$ cat src/rtl/freq_meter.sv
// Frequency counter: counts synchronized rising edges of meas_clk_i over a
// fixed window of GATE_CYCLES clk_i cycles and publishes the count on valid/ready.
module freq_meter #(
  parameter int GATE_CYCLES = 1000,
  parameter int COUNT_WIDTH = 16,
  parameter int SYNC_STAGES = 2
) (
  input  logic                   clk_i,
  input  logic                   arst_ni,
  input  logic                   meas_clk_i,
  input  logic                   enable_i,
  output logic [COUNT_WIDTH-1:0] count_o,
  output logic                   overflow_o,
  output logic                   overrun_o,
  output logic                   valid_o,
  input  logic                   ready_i
);

  localparam int TW = $clog2(GATE_CYCLES);
  localparam logic [TW-1:0] LAST = TW'(GATE_CYCLES - 1);

  typedef enum logic {IDLE, MEASURE} state_e;

  state_e                 state_q, state_d;
  logic [SYNC_STAGES-1:0] sync_q;
  logic                   hist_q;
  logic                   pulse;
  logic [TW-1:0]          timer_q, timer_d;
  logic [COUNT_WIDTH-1:0] cnt_q, cnt_d, cnt_inc;
  logic                   ovf_q, ovf_d, sat_hit;
  logic [COUNT_WIDTH-1:0] count_q, count_d;
  logic                   overflow_q, overflow_d;
  logic                   overrun_q, overrun_d;
  logic                   valid_q, valid_d;

  // Returns {saturation_hit, saturated_sum}; the counter sticks at all-ones.
  function automatic logic [COUNT_WIDTH:0] sat_add(input logic [COUNT_WIDTH-1:0] a,
                                                   input logic inc);
    if (inc && (&a)) return {1'b1, a};
    return {1'b0, a + COUNT_WIDTH'(inc)};
  endfunction

  assign pulse = sync_q[SYNC_STAGES-1] & ~hist_q;
  assign {sat_hit, cnt_inc} = sat_add(cnt_q, pulse);

  always_comb begin
    state_d    = state_q;
    timer_d    = timer_q;
    cnt_d      = cnt_q;
    ovf_d      = ovf_q;
    count_d    = count_q;
    overflow_d = overflow_q;
    overrun_d  = overrun_q;
    valid_d    = valid_q;
    if (valid_q && ready_i) valid_d = 1'b0;
    case (state_q)
      IDLE: begin
        timer_d = '0;
        cnt_d   = '0;
        ovf_d   = 1'b0;
        if (enable_i) state_d = MEASURE;
      end
      MEASURE: begin
        if (timer_q == LAST) begin
          // Window end publishes regardless of enable; a pending, unaccepted result is overrun.
          count_d    = cnt_inc;
          overflow_d = ovf_q | sat_hit;
          overrun_d  = valid_q & ~ready_i;
          valid_d    = 1'b1;
          timer_d    = '0;
          cnt_d      = '0;
          ovf_d      = 1'b0;
          if (!enable_i) state_d = IDLE;
        end else if (!enable_i) begin
          state_d = IDLE;
          timer_d = '0;
          cnt_d   = '0;
          ovf_d   = 1'b0;
        end else begin
          timer_d = timer_q + TW'(1);
          cnt_d   = cnt_inc;
          ovf_d   = ovf_q | sat_hit;
        end
      end
      default: state_d = IDLE;
    endcase
  end

  always_ff @(posedge clk_i or negedge arst_ni) begin
    if (!arst_ni) begin
      state_q    <= IDLE;
      sync_q     <= '0;
      hist_q     <= 1'b0;
      timer_q    <= '0;
      cnt_q      <= '0;
      ovf_q      <= 1'b0;
      count_q    <= '0;
      overflow_q <= 1'b0;
      overrun_q  <= 1'b0;
      valid_q    <= 1'b0;
    end else begin
      state_q    <= state_d;
      sync_q     <= {sync_q[SYNC_STAGES-2:0], meas_clk_i};
      hist_q     <= sync_q[SYNC_STAGES-1];
      timer_q    <= timer_d;
      cnt_q      <= cnt_d;
      ovf_q      <= ovf_d;
      count_q    <= count_d;
      overflow_q <= overflow_d;
      overrun_q  <= overrun_d;
      valid_q    <= valid_d;
    end
  end

  assign count_o    = count_q;
  assign overflow_o = overflow_q;
  assign overrun_o  = overrun_q;
  assign valid_o    = valid_q;

endmodule

$ cat config.mk
export PLATFORM = sky130hd
export DESIGN_NAME = freq_meter
export DESIGN_NICKNAME = d
export VERILOG_FILES = /design/src/rtl/freq_meter.sv
export SDC_FILE = /design/constraint.sdc
export NUM_CORES = 1
export LEC_CHECK = 0
export BUFFER_PORTS_ARGS = -buffer_cell sky130_fd_sc_hd__clkbuf_2
export CAP_MARGIN = 20
export CORE_MARGIN = 2
export CORE_UTILIZATION = 39
export DETAILED_ROUTE_END_ITERATION = 10
export PLACE_DENSITY_LB_ADDON = 0.2
export SLEW_MARGIN = 20
export SYNTH_ARGS = -nofsm -noshare
export SYNTH_HDL_FRONTEND = slang
export SYNTH_SLANG_ARGS = --single-unit
$ cat constraint.sdc
create_clock -name clk_i -period 4.6 [get_ports clk_i]
set_clock_uncertainty 0.05 [all_clocks]
set_input_delay 0.23 -clock clk_i [delete_from_list [all_inputs] [get_ports clk_i]]
set_output_delay 0.23 -clock clk_i [all_outputs]
set_load 0.05 [all_outputs]
== Yosys cells after proc, flatten, opt, wreduce, memory -nomap -nowiden ==
Index checks and enable logic that the tools add are counted.
Word-level totals
  flip-flop bits (word level): 50
  output and inout port bits: 19
  logic and storage cells: 39
Cells by class
  add/subtract/negate cells: 2
  equal/unequal tests: 1
  muxes and demuxes: 16
  bitwise operators: 6
  reduce and logical (&&, ||, !) cells: 4
Operators by type and width (count)
  17-bit 2-to-1 mux: 2
  16-bit 2-to-1 mux: 2
  16-bit case mux with 2 select lines: 1
  10-bit 2-to-1 mux: 2
  10-bit case mux with 2 select lines: 1
  16-bit by 1-bit adder with 16-bit output: 1
  16-bit AND reduction: 1
  10-bit by 1-bit adder with 10-bit output, second input constant: 1
  10-bit equality test, second input constant: 1
  1-bit 2-to-1 mux: 7
  1-bit inverter: 3
  1-bit bitwise AND: 2
  1-bit logical AND: 2
  1-bit case mux with 2 select lines: 1
  2-bit AND reduction: 1
  1-bit bitwise OR: 1

== Logic depth before layout (Yosys ltp) ==
Gate-level depths: netlist of run 1.
  word-level depth: 9
  mapped depth: 7
  gate-level depth less buffers: 7

== Least setup slack after synthesis of run 1 ==
OpenSTA, ideal clock, no wires.
  path type: register -> register
  start point: register sync_q[1]
  end point: register count_q[10] (netlist: count_o[10])
  arrival time: 1.614 ns
  setup slack: 2.807 ns
  cell stages (with the launch flop): 8
  period minus slack after synthesis: 1.793 ns
  path through: dfrtp_1 nor2b_1 ha_1 nand4_2 or2_2 nor2_1 mux2i_1 o21ai_1
On the way
  word-level cells in the longest chain between the ends: 4
  elaborated cells on any way between the ends: 5
RTL lines
  start: declaration: RTL line 25  | logic [SYNC_STAGES-1:0] sync_q;
  start signal: assignment: RTL line 103  | sync_q <= {sync_q[SYNC_STAGES-2:0], meas_clk_i};
  1-bit bitwise AND (*): RTL line 43  | assign pulse = sync_q[SYNC_STAGES-1] & ~hist_q;
  branches (longest 2 deep; another with 16-bit by 1-bit adder with 16-bit output)
  17-bit 2-to-1 mux (*): RTL line 40  | return {1'b0, a + COUNT_WIDTH'(inc)};
  end signal: assignment: RTL line 108  | count_q <= count_d;
  end: declaration: RTL line 31  | logic [COUNT_WIDTH-1:0] count_q, count_d;
Every way passes the cells marked *.
A chain may end at the register's enable or synchronous reset.

== Worst setup path after layout of run 1 ==
  start point: register sync_q[1]
  end point: register count_q[12] (netlist: count_o[12])
The elaborated chain is that of the path after synthesis.

==> results of run 1 <==
## state kept, by name, indices dropped and copies added (netlist names)
register and count:
hist_q 1, state_q 1, valid_o 1, overflow_o 1, cnt_q 16, count_o 16, ovf_q 1, sync_q 2
overrun_o 1, timer_q 10
## power groups by stage
stage / registers [mW] / clock network, mW / logic [mW]
CTS: 0.444 / 0.391 / 0.0213
floorplan: 0.453 / 0 / 0.00718
finish: 0.444 / 0.377 / 0.0199
global route: 0.445 / 0.403 / 0.0233
global placement: 0.453 / 0 / 0.0196
detailed placement: 0.453 / 0 / 0.0199
## area by class of cell
cell class                      instances  share of cell area
Inverter                                1             0.00148
Clock buffer                            6              0.0327
Multi-Input combinational cell        149               0.355
Tap cell                               72              0.0356
Timing Repair Buffer                   26              0.0564
Sequential cell                        50               0.495
Clock inverter                          2              0.0238
## logic make-up (layout without fill, tap and decap cells)
group           Yosys count  in the layout  share of synthesized area
xor+xnor                 18             18                     0.0725
simple gates             98             98                      0.236
buf+inv                   7             35                     0.0132
mux                       4              4                     0.0190
fa+ha+maj                 3              3                     0.0173
flops                    50             50                      0.575
compound gates           26             26                     0.0667
## layout by cell type, fill, tap and decap left out, drive strengths merged
cell and instances:
nand4b 3, xnor2 14, nand4 5, nand3 6
nor2 34, buf 1, dlygate4sd3 2, a21boi 1
nor4 2, bufinv 2, nor3b 1, nor3 4
ha 3, clkbuf 29, a21oi 3, and4 1
inv 1, mux2 1, a211oi 1, a41oi 1
and2 1, or2 3, and3 6, o31ai 1
xor2 4, dfrtp 50, nor2b 2, nand2 28
nand2b 2, mux2i 3, o21ai 19
## layer usage
metal,track usage,up-vias,share of wire
li1,-,749,-
met1,0.181,705,0.50
met2,0.217,22,0.44
met3,0.0273,7,0.031
met4,0.0754,0,0.023
met5,0,-,0
## final timing paths
path | end | start | slack [ns]
worst max register to register | count_o[12]$_DFFE_PN0P_ | sync_q[1]$_DFF_PN0_ | 2.60
worst max-delay path | count_o[12]$_DFFE_PN0P_ | sync_q[1]$_DFF_PN0_ | 2.60
worst min register to register | sync_q[1]$_DFF_PN0_ | sync_q[0]$_DFF_PN0_ | 0.31
max in group asynchronous | count_o[5]$_DFFE_PN0P_ | arst_ni | 4.11
worst min-delay path | valid_o$_DFF_PN0_ | arst_ni | -0.02
min in group clk_i | valid_o$_DFF_PN0_ | ready_i | 0.14
## worst register-to-register path: stages (launching register included)
cell	delay, ns
sky130_fd_sc_hd__dfrtp_1	0.42
sky130_fd_sc_hd__nor2b_1	0.20
sky130_fd_sc_hd__ha_1	0.21
sky130_fd_sc_hd__nand4_2	0.17
sky130_fd_sc_hd__or2_2	0.35
sky130_fd_sc_hd__nor2_1	0.13
sky130_fd_sc_hd__mux2i_1	0.25
sky130_fd_sc_hd__o21ai_1	0.09
## what timing repair did
item,4_1_cts,5_1_grt
hold endpoints to repair,2,0
setup endpoints to repair,0,0
hold buffers,2,0
==> metrics, run 1 <==
result of the run=finished, violations left; failing checks=negative hold slack; part of the Yosys area used for sequential elements=0.575; number of filler cells placed in the layout=541; Post-Place Cell Area=2360 um2; overall via count from detail_route=1483; fraction of registers with async set or reset after synthesis=1.00; clock network power share=0.448; total negative setup slack=0 ns; number of top-level pins=24; Core Footprint=5440 um2; dominant cells by area after synthesis=sky130_fd_sc_hd__dfrtp_1 (58%), sky130_fd_sc_hd__nor2_1 (5.9%), sky130_fd_sc_hd__xnor2_1 (5.6%), sky130_fd_sc_hd__nand2_1 (4.8%), sky130_fd_sc_hd__o21ai_0 (3.5%); setup violators final=0; endpoint required time on the critical path=4.73 ns; cell with the biggest individual delay on the critical path=sky130_fd_sc_hd__dfrtp_1; post-synthesis cell area=2180 um2; worst setup path category=register to register; via count of the first global-routing pass=1441; total inserted antenna cells=0; number of optimization iterations in the first detailed-route pass=4; placer congestion estimate=0.823; number of design-rule violations left by the first detailed-router iteration=24; clock tree from TritonCTS=done; antenna violations before repair=0; number of clock buffers inserted by TritonCTS=5; residual antenna-violating net count after detailed routing=0; Setup WS post-layout=2.60 ns; area of the multi-input gates=898 um2; MaxCap Viol Count=0; path length in cells of the critical path=7; buffers added on ports=23; Final Hold Violating Endpoints=50; worst hold slack across all endpoints=-0.0225 ns; routed wire length per instance=12.3 um; clock latency of the later-clocked register in the worst-skew pair=0.31 ns; share of cells above drive strength 1=0.192; sort of element at the start of the critical path=register; die area=6190 um2; max-slew violations=0; number of enable-type register cells in the synthesized netlist=0; dominant cell type by area after synthesis=sky130_fd_sc_hd__dfrtp_1; Switching Fraction=0.193; unique cell type count in the Yosys netlist=36; number of instances in the synthesized netlist=206; Worst Reg-to-Reg Cells=7; total power per unit cell area=333 nW/um2; Max clock buf depth=2; Initial Utilization=0.400; overflow left after global routing=0; headroom to the max-slew limit=0.584; area share of the largest cell type after synthesis=0.575; kind of end point of the critical path=register; Area Overhead vs Synth=16.2%; area of all placed cells without fillers=2530 um2; first-pass GRT wire length=6690 um; RSZ-0062 raised after global routing=false; slew at the pin with the worst max-slew slack=0.623 ns; final critical-path share of the clock period=0.435; number of standard-cell rows in the floorplan=27; Layout Nets=241; Max Fclk=0.499 GHz; net count after synthesis=214; Warnings, synthesis=0; Die Width=78.7 um; GRT Overall Usage=0.138; Crit path largest cell delay=0.42 ns; post-synthesis sequential element count=50; fin util=0.465; number of setup buffers added after CTS=0; dominant cell by count in the synthesized netlist=sky130_fd_sc_hd__dfrtp_1; Via-to-Cell Ratio=4.85; number of buffer and inverter instances along the worst setup path=0; die span in y=78.7 um; combinational share of power=0.024; CTS Root Buffer Type=sky130_fd_sc_hd__clkbuf_8; Post-Synthesis Mean Instance Area=10.6 um2; number of instances resized during post-cts repair=0; post-route non-filler standard cell count=306; Primary FF master, synth=sky130_fd_sc_hd__dfrtp_1; sequential group share of total power=0.528; switching power total=0.162 mW; leakage power figure=1.19 nW; Min-Delay Path Class=primary input to asynchronous set/reset pin; count of H-tree levels built during CTS=2; cell count after placement=296; cell-internal power=0.679 mW; Largest delay share family, worst path=simple AND/OR/NAND/NOR gates; Final Critical Period=2.00 ns; maximum vdd drop=134 uV; post-route total power=0.842 mW; critical path arrival=2.13 ns; maximum fanout encountered on the critical timing path=4; clock slew at the register clock pins of the worst setup and hold paths=0.09 ns; Total Wirelength=3760 um; largest net degree at the start of global routing=51; register cell area after layout=1250 um2; Detailed Place HPWL=2520 um; leading post-synthesis cells by instance count=sky130_fd_sc_hd__dfrtp_1 (50), sky130_fd_sc_hd__nor2_1 (34), sky130_fd_sc_hd__nand2_1 (28), sky130_fd_sc_hd__o21ai_0 (15), sky130_fd_sc_hd__xnor2_1 (14); number of sinks driven by the clock tree=50; cells along the critical path=nor2b_1 > ha_1 > nand4_2 > or2_2 > nor2_1 > mux2i_1 > o21ai_1; minimum setup slack after placement=2.47 ns; total DRC errors in the routed layout=0
(Power assumes the default switching activity.)
==> inputs of run 2 (changes only) <==
ABC_AREA = 1   (was not set)
clock period = 1.9 ns   (was 4.6 ns; I/O delays follow)
==> metrics, run 2 <==
Layout Nets=341; die area=6990 um2; clock latency of the later-clocked register in the worst-skew pair=0.30 ns; number of setup buffers added after CTS=0; Setup WS post-layout=0.189 ns; unique cell type count in the Yosys netlist=31; number of design-rule violations left by the first detailed-router iteration=79; net count after synthesis=306; number of buffer and inverter instances along the worst setup path=2; total DRC errors in the routed layout=0; overflow left after global routing=0; Detailed Place HPWL=3690 um; Core Footprint=6240 um2; Primary FF master, synth=sky130_fd_sc_hd__dfrtp_1; slew at the pin with the worst max-slew slack=0.586 ns; sort of element at the start of the critical path=register; RSZ-0062 raised after global routing=true; Area Overhead vs Synth=15.7%; critical path arrival=1.90 ns; cell seen most often among critical-path stages=sky130_fd_sc_hd__inv_1; clock tree from TritonCTS=done; worst setup path category=register to register; residual antenna-violating net count after detailed routing=0; clock slew at the register clock pins of the worst setup and hold paths=0.09 ns; leakage power figure=1.55 nW; area share of the largest cell type after synthesis=0.506; Largest delay share family, worst path=simple AND/OR/NAND/NOR gates; cell with the biggest individual delay on the critical path=sky130_fd_sc_hd__dfrtp_1; total power per unit cell area=657 nW/um2; maximum fanout encountered on the critical timing path=4; Initial Utilization=0.396; Crit path largest cell delay=0.36 ns; dominant cell type by area after synthesis=sky130_fd_sc_hd__dfrtp_1; part of the Yosys area used for sequential elements=0.506; number of sinks driven by the clock tree=50; most frequent standard cell in the layout excluding fill and tap cells=sky130_fd_sc_hd__nand2_1; result of the run=complete, no violations; worst hold slack across all endpoints=0.269 ns; MaxCap Viol Count=0; dominant cell by count in the synthesized netlist=sky130_fd_sc_hd__nand2_1; antenna violations before repair=0; Final Hold Violating Endpoints=0; number of optimization iterations in the first detailed-route pass=4; number of standard-cell rows in the floorplan=29; buffers added on ports=23; final critical-path share of the clock period=0.901; total inserted antenna cells=0; number of clock buffers inserted by TritonCTS=5; headroom to the max-slew limit=0.609; number of top-level pins=24; maximum vdd drop=484 uV; Die Width=83.6 um; minimum setup slack after placement=0.175 ns; fin util=0.459; max-slew violations=0; Max clock buf depth=2; via count of the first global-routing pass=1906; placer congestion estimate=0.803; fraction of registers with async set or reset after synthesis=1.00; share of cells above drive strength 1=0.189; number of enable-type register cells in the synthesized netlist=0; most frequent cells in the layout=sky130_fd_sc_hd__nand2_1 (95), sky130_fd_sc_hd__dfrtp_1 (50), sky130_fd_sc_hd__inv_1 (33); Total Wirelength=4940 um; post-synthesis sequential element count=50; die span in y=83.6 um; overall via count from detail_route=1935; number of filler cells placed in the layout=640; Min-Delay Path Class=primary input to asynchronous set/reset pin; cells along the critical path=inv_1 > nor2_1 > ha_1 > nand3_1 > inv_1 > nand2_1 > or2_1 > nand3_2 > and2_1; kind of end point of the critical path=register; Post-Synthesis Mean Instance Area=8.30 um2; largest net degree at the start of global routing=30; Via-to-Cell Ratio=4.71; setup violators final=0; count of H-tree levels built during CTS=2; GRT Overall Usage=0.159; Warnings, synthesis=0; first-pass GRT wire length=9050 um; leading post-synthesis cells by instance count=sky130_fd_sc_hd__nand2_1 (95), sky130_fd_sc_hd__dfrtp_1 (50), sky130_fd_sc_hd__inv_1 (33), sky130_fd_sc_hd__nor2_1 (24), sky130_fd_sc_hd__nand3_1 (13); number of instances in the synthesized netlist=298; CTS Root Buffer Type=sky130_fd_sc_hd__clkbuf_8; dominant cells by area after synthesis=sky130_fd_sc_hd__dfrtp_1 (51%), sky130_fd_sc_hd__nand2_1 (14%), sky130_fd_sc_hd__inv_1 (5.0%), sky130_fd_sc_hd__nand3_2 (3.6%), sky130_fd_sc_hd__nor2_1 (3.6%); routed wire length per instance=12.0 um; Max Fclk=0.584 GHz; Final Critical Period=1.71 ns; endpoint required time on the critical path=2.09 ns; post-synthesis cell area=2470 um2
run 2: worst reg2reg max path: stages (launching register included):
cell and delay (ns):
sky130_fd_sc_hd__dfrtp_1 0.36, sky130_fd_sc_hd__inv_1 0.04, sky130_fd_sc_hd__nor2_1 0.16, sky130_fd_sc_hd__ha_1 0.22, sky130_fd_sc_hd__nand3_1 0.17, sky130_fd_sc_hd__inv_1 0.13
sky130_fd_sc_hd__nand2_1 0.09, sky130_fd_sc_hd__or2_1 0.23, sky130_fd_sc_hd__nand3_2 0.09, sky130_fd_sc_hd__and2_1 0.13
run 2: logic make-up (layout without fill, tap and decap cells):
logic type,Yosys count,count (layout),synth area share
AOI/OAI and AO/OA,19,19,0.0415
xor gates and xnor gates,6,6,0.0213
adders and majority gates,3,3,0.0152
buffers and inverters,42,78,0.0719
DFF,50,50,0.506
and+or+nand+nor,178,178,0.344
run 2: area by class of cell:
cell class                      count  area (um2)  area share
Sequential cell                    50        1250       0.437
Multi-Input combinational cell    206        1050       0.366
Timing Repair Buffer               35         228      0.0796
Inverter                           35         131      0.0459
Tap cell                           77        96.3      0.0337
Clock buffer                        7        76.3      0.0267
Clock inverter                      1        30.0      0.0105
run 2: per-layer routing:
layer	GRT usage	share of wire
met5	0	0
met2	0.237	0.44
met4	0.0484	0.013
met3	0.0237	0.022
met1	0.240	0.53
run 2: path summary, 6_finish.rpt:
| kind | start | endpoint | slack (ns) | depth (start not counted) |
|---|---|---|---|---|
| max in group asynchronous | arst_ni | timer_q[8]$_DFF_PN0_ | 0.97 | 3 |
| min | arst_ni | count_o[13]$_DFFE_PN0P_ | 0.27 | 2 |
| min reg2reg | sync_q[0]$_DFF_PN0_ | sync_q[1]$_DFF_PN0_ | 0.32 | 0 |
| min in group clk_i | sync_q[0]$_DFF_PN0_ | sync_q[1]$_DFF_PN0_ | 0.32 | 0 |
| max reg2reg | sync_q[1]$_DFF_PN0_ | cnt_q[7]$_DFF_PN0_ | 0.19 | 9 |
| max | sync_q[1]$_DFF_PN0_ | cnt_q[7]$_DFF_PN0_ | 0.19 | 9 |
run 2: stage by stage:
stage,std cells,total power [mW],instance area (um2),setup TNS [ns]
after floorplan,298,1.11,2470,0
after global placement,399,1.15,2710,0
after detailed placement,399,1.15,2710,0
after CTS,411,1.90,2860,0
after global routing,411,1.94,2860,-0.00660
final,411,1.88,2860,0
run 2: power by group:
group	switching [mW]	internal, mW
clock	0.350	0.395
sequential	0.00404	1.07
combinational	0.0404	0.0213
total	0.394	1.49
run 2: timing repair:
| item | in CTS | in global routing |
|---|---|---|
| endpoints found under the setup margin | 0 | 5 |
| hold buffers | 4 | 0 |
| hold endpoints to repair | 25 | 0 |
| resized for setup | 0 | 3 |
